$ cat src/rtl/async_pipe_source.sv
// Clocked source for the async pipeline: valid/ready FIFO feeding a 4-phase bundled-data request.
// Optional HS_TIMEOUT_EN adds a sticky per-phase handshake timeout flag; otherwise err_timeout is 0.
module async_pipe_source #(
  parameter int DW          = 8,
  parameter int DEPTH       = 4,
  parameter int TIMEOUT_CYC = 1024
) (
  input  logic                       clk,
  input  logic                       rst_n,
  input  logic                       in_valid,
  output logic                       in_ready,
  input  logic [DW-1:0]              in_data,
  output logic                       valid_out,
  output logic [DW-1:0]              data_out,
  input  logic                       ack_in,
  output logic [$clog2(DEPTH):0]     fifo_level,
  output logic                       err_timeout
);

  localparam int AW = $clog2(DEPTH);
  localparam int LW = AW + 1;

  typedef enum logic [1:0] {IDLE, SETUP, REQ, RTZ} state_t;

  state_t            state_reg;
  logic              ack_meta_reg;
  logic              ack_s_reg;
  logic              ready_en_reg;
  logic              valid_out_reg;
  logic [DW-1:0]     data_out_reg;
  logic [AW-1:0]     wr_ptr_reg;
  logic [AW-1:0]     rd_ptr_reg;
  logic [LW-1:0]     level_reg;
  logic [DW-1:0]     mem [DEPTH];

  logic push;
  logic pop;

  // ready is held low until the first edge after reset release
  assign in_ready   = ready_en_reg && (level_reg < LW'(DEPTH));
  assign push       = in_valid && in_ready;
  assign pop        = (state_reg == IDLE) && (level_reg != '0) && !ack_s_reg;
  assign valid_out  = valid_out_reg;
  assign data_out   = data_out_reg;
  assign fifo_level = level_reg;

  always_ff @(posedge clk or negedge rst_n) begin
    if (!rst_n) begin
      ack_meta_reg <= 1'b0;
      ack_s_reg    <= 1'b0;
      ready_en_reg <= 1'b0;
    end else begin
      ack_meta_reg <= ack_in;
      ack_s_reg    <= ack_meta_reg;
      ready_en_reg <= 1'b1;
    end
  end

  // storage carries no reset so it can map onto RAM
  always_ff @(posedge clk) begin
    if (push) mem[wr_ptr_reg] <= in_data;
  end

  always_ff @(posedge clk or negedge rst_n) begin
    if (!rst_n) begin
      wr_ptr_reg <= '0;
      rd_ptr_reg <= '0;
      level_reg  <= '0;
    end else begin
      if (push) wr_ptr_reg <= wr_ptr_reg + AW'(1);
      if (pop)  rd_ptr_reg <= rd_ptr_reg + AW'(1);
      if (push && !pop)      level_reg <= level_reg + LW'(1);
      else if (pop && !push) level_reg <= level_reg - LW'(1);
    end
  end

  always_ff @(posedge clk or negedge rst_n) begin
    if (!rst_n) begin
      state_reg     <= IDLE;
      valid_out_reg <= 1'b0;
      data_out_reg  <= '0;
    end else begin
      case (state_reg)
        IDLE: begin
          if (pop) begin
            data_out_reg <= mem[rd_ptr_reg];
            state_reg    <= SETUP;
          end
        end
        SETUP: begin
          valid_out_reg <= 1'b1;
          state_reg     <= REQ;
        end
        REQ: begin
          if (ack_s_reg) begin
            valid_out_reg <= 1'b0;
            state_reg     <= RTZ;
          end
        end
        RTZ: begin
          if (!ack_s_reg) state_reg <= IDLE;
        end
        default: state_reg <= IDLE;
      endcase
    end
  end

`ifdef HS_TIMEOUT_EN
  localparam int CW = $clog2(TIMEOUT_CYC + 1);

  logic [CW-1:0] cnt_reg;
  logic          err_reg;
  logic          phase_enter;
  logic          phase_stay;

  assign phase_enter = (state_reg == SETUP) || ((state_reg == REQ) && ack_s_reg);
  assign phase_stay  = ((state_reg == REQ) && !ack_s_reg) || ((state_reg == RTZ) && ack_s_reg);
  assign err_timeout = err_reg;

  // counter saturates at the limit; the handshake keeps waiting regardless
  always_ff @(posedge clk or negedge rst_n) begin
    if (!rst_n) begin
      cnt_reg <= '0;
      err_reg <= 1'b0;
    end else if (phase_enter) begin
      cnt_reg <= '0;
    end else if (phase_stay && (cnt_reg != CW'(TIMEOUT_CYC))) begin
      cnt_reg <= cnt_reg + CW'(1);
      if (cnt_reg == CW'(TIMEOUT_CYC - 1)) err_reg <= 1'b1;
    end
  end
`else
  logic unused_timeout;
  assign unused_timeout = ^TIMEOUT_CYC;
  assign err_timeout    = 1'b0;
`endif

endmodule
$ cat config.mk
export PLATFORM = sky130hd
export DESIGN_NAME = async_pipe_source
export DESIGN_NICKNAME = d
export VERILOG_FILES = /design/src/rtl/async_pipe_source.sv
export SDC_FILE = /design/constraint.sdc
export NUM_CORES = 1
export LEC_CHECK = 0
export CORE_MARGIN = 2
export CORE_UTILIZATION = 30
export CTS_BUF_LIST = sky130_fd_sc_hd__clkbuf_8
export CTS_CLUSTER_SIZE = 10
export DETAILED_ROUTE_END_ITERATION = 16
export GPL_ROUTABILITY_DRIVEN = 0
export PLACE_DENSITY_LB_ADDON = 0.05
export SYNTH_ARGS = -nofsm -noshare
export SYNTH_HDL_FRONTEND = slang
export SYNTH_SLANG_ARGS = --single-unit
$ cat constraint.sdc
create_clock -name clk -period 2.95 [get_ports clk]
set_input_delay 0.7375 -clock clk [delete_from_list [all_inputs] [get_ports clk]]
set_output_delay 0.7375 -clock clk [all_outputs]
set_load 0.01 [all_outputs]
==> impl_metrics.toml <==
[critical_path]
path_cells = "nor2b_1 -> clkdlybuf4s50_1"
regToRegSetupSlack_ns = 0.78
crit_family = "buffers and inverters"
path_depth = 2
critPathArrivalTime_ns = 1.67
cp_slowest_stage_delay_ns = 0.61
crit_slowest_cell = "clkdlybuf4s50_1"
critPathKind = "reg2out"
end_kind = "primary output"
crit_required_ns = 2.21
critPathBufInv = 1
reg2reg_to = "fifo_level[2]"
critPathLaunchType = "flop"
reg2reg_from = "fifo_level[2]"
reg2reg_depth = 8
cp_max_fo = 6

[sta]
min_period_ns = 2.405
rsz0062_at_grt = "false"
skew_ns = 0.002600
hold_violations = 0
worst_pin_slew_ns = 0.6461
setup_ws_ns = 0.5453
max_slew_margin_pct = 56.93
fin_setup_tns_ns = 0
setup_viol = 0
fmax_mhz = 415.9
report.final.slew_viol_count = 0
period_share_pct = 81.51

[final_layout]
nets = 171
seq_area_um2 = 1486
diodes = 0
drive_gt1_share_pct = 20.13
area_growth_pct = 21.38
multi_input_comb_area_um2 = 656.9
largest_reg_flops = 32
fill_cells = 679

[run]
maxCapViolCount = 0

[clocking]
cts_hold_buf = 0
root_buffer = "clkbuf_8"
cts_tree = "built"
htreeDepth = 2
numCtsBuffers = 5
path_clk_slew_ns = 0.10
clock_sinks = 53
insertion_delay_ns = 0.30
post_cts_buffers = 0
cts_resized = 0
clockBufferDepth = 2

[grt]
grt_remaining_overflow = 0
grt_pass1_vias = 1150
grt_use_met2_pct = 19.19
use_met3_pct = 3.786
grt_antenna_before_repair = 0
grt_pass1_wl_um = 6154
grtUsageTotal_pct = 11.10
grt_max_degree = 22
grt_use_met1_pct = 12.93
grt_busiest_layer = "met2"

[route]
first_pass_iters = 4
drc = 0
via_count = 1053
ant_nets = 0
drt-total-wl_um = 3864
wl_per_cell_um = 15.58
via_per_inst = 4.246
drt_iter0_markers = 44

[logic_synthesis]
synth_area_um2 = 2195
synth-seq-cells = 53
synth_seq_area_share_pct = 67.73
syn_nets = 142
synth_edf_count = 32
syn_inst = 119
ys_warn_count = 0
synthArstFlopShare_pct = 39.62
ys_dominant_reg_cell = "edfxtp_1"
synth.distinct_cells = 26
syn_avg_cell_area_um2 = 18.44

[die]
rows = 31
core_area_um2 = 7176
die_w_um = 89.53
die_h_um = 89.53
ios = 26
die-area_um2 = 8016
start_util_pct = 30.58

[min_path]
hp-class = "reg2reg"
whs_path_depth = 0
whs_endpoint = "ack_s_reg"
hp-start = "ack_meta_reg"

[power_and_ir_drop]
power_leakage_nw = 1.010
power_density_nw_per_um2 = 911.0
ir_drop_mv = 0.2825

[run_status]
status = "complete, no violations"

[placed_design]
io_buffers = 24
hpwl_um = 2546
dpl_worst_slack_ns = 0.3126
-- placed cells by master (no fill, tap or decap), types with 2 or more instances in the layout --
cell             instances
and3_1                   4
buf_4                    2
clkbuf_8                 5
clkdlybuf4s50_1         24
conb_1                   2
dfrtp_1                 21
edfxtp_1                32
ha_1                    10
inv_1                    6
mux2_1                   2
mux2_4                   8
mux4_2                   8
nor2_1                   4
xnor2_1                  2
xor2_1                   4
-- stage by stage --
stage               hold slack [ns]  total power, mW  area, um2  utilization [%]  std cells
finish                       0.3567            2.427       2664            37.12        248
CTS                          0.3620            2.471       2664            37.12        248
global placement             0.3368            1.929       2549            35.52        240
floorplan                    0.3312            1.639       2195                -        119
global route                 0.3788            2.600       2664            37.12        248
detailed placement           0.3387            1.963       2549            35.52        240
-- worst max path at each step --
| stage | slack [ns] | to | start |
|---|---|---|---|
| 5_1_grt | 0.44 | in_ready | fifo_level[2] |
| 4_1_cts | 0.51 | in_ready | fifo_level[2] |
| 3_5_place_dp | 0.31 | fifo_level[2] | in_valid |
| 3_3_place_gp | 0.39 | fifo_level[2] | in_valid |
| 2_1_floorplan | 0.82 | fifo_level[1] | state_reg[0] |
| 6_report | 0.55 | in_ready | fifo_level[2] |
-- power breakdown --
part	switching [mW]	internal [mW]
clock network	0.245	0.254
logic	0.301	0.498
registers	0.177	0.952
-- Yosys cell counts, types with 2 or more instances --
cell type / n / area, um2
and3_1: 4 / 25.02
buf_4: 2 / 15.01
conb_1: 2 / 7.510
dfrtp_1: 21 / 525.5
edfxtp_1: 32 / 960.9
ha_1: 10 / 125.1
inv_1: 6 / 22.52
mux2_1: 2 / 22.52
mux2_4: 8 / 120.1
mux4_2: 8 / 180.2
nor2_1: 4 / 15.01
nor3b_1: 2 / 15.01
xnor2_1: 2 / 17.52
xor2_1: 4 / 35.03
-- cell type report --
cell class,count,area share (%)
sequential,53,55.80
multi-input combinational,55,24.66
timing repair buffer,26,9.582
inverter,7,0.9864
clock inverter,3,1.738
clock buffer,5,2.583
tap,99,4.650
-- metal layers --
layer | up-vias | wire length (um)
met5 | - | 0
met4 | 0 | 61
met3 | 5 | 172
met2 | 20 | 2030
met1 | 540 | 1599
li1 | 488 | -
-- cells by family after synthesis --
family	Yosys count	share of synthesized area (%)
simple gates	14	3.991
other cells	2	0.3422
fa+ha+maj	11	6.613
compound gates	2	0.6844
xor+xnor	6	2.395
buf+inv	11	2.565
mux	20	15.68
flops	53	67.73
Power figures use the tool's default switching activity.
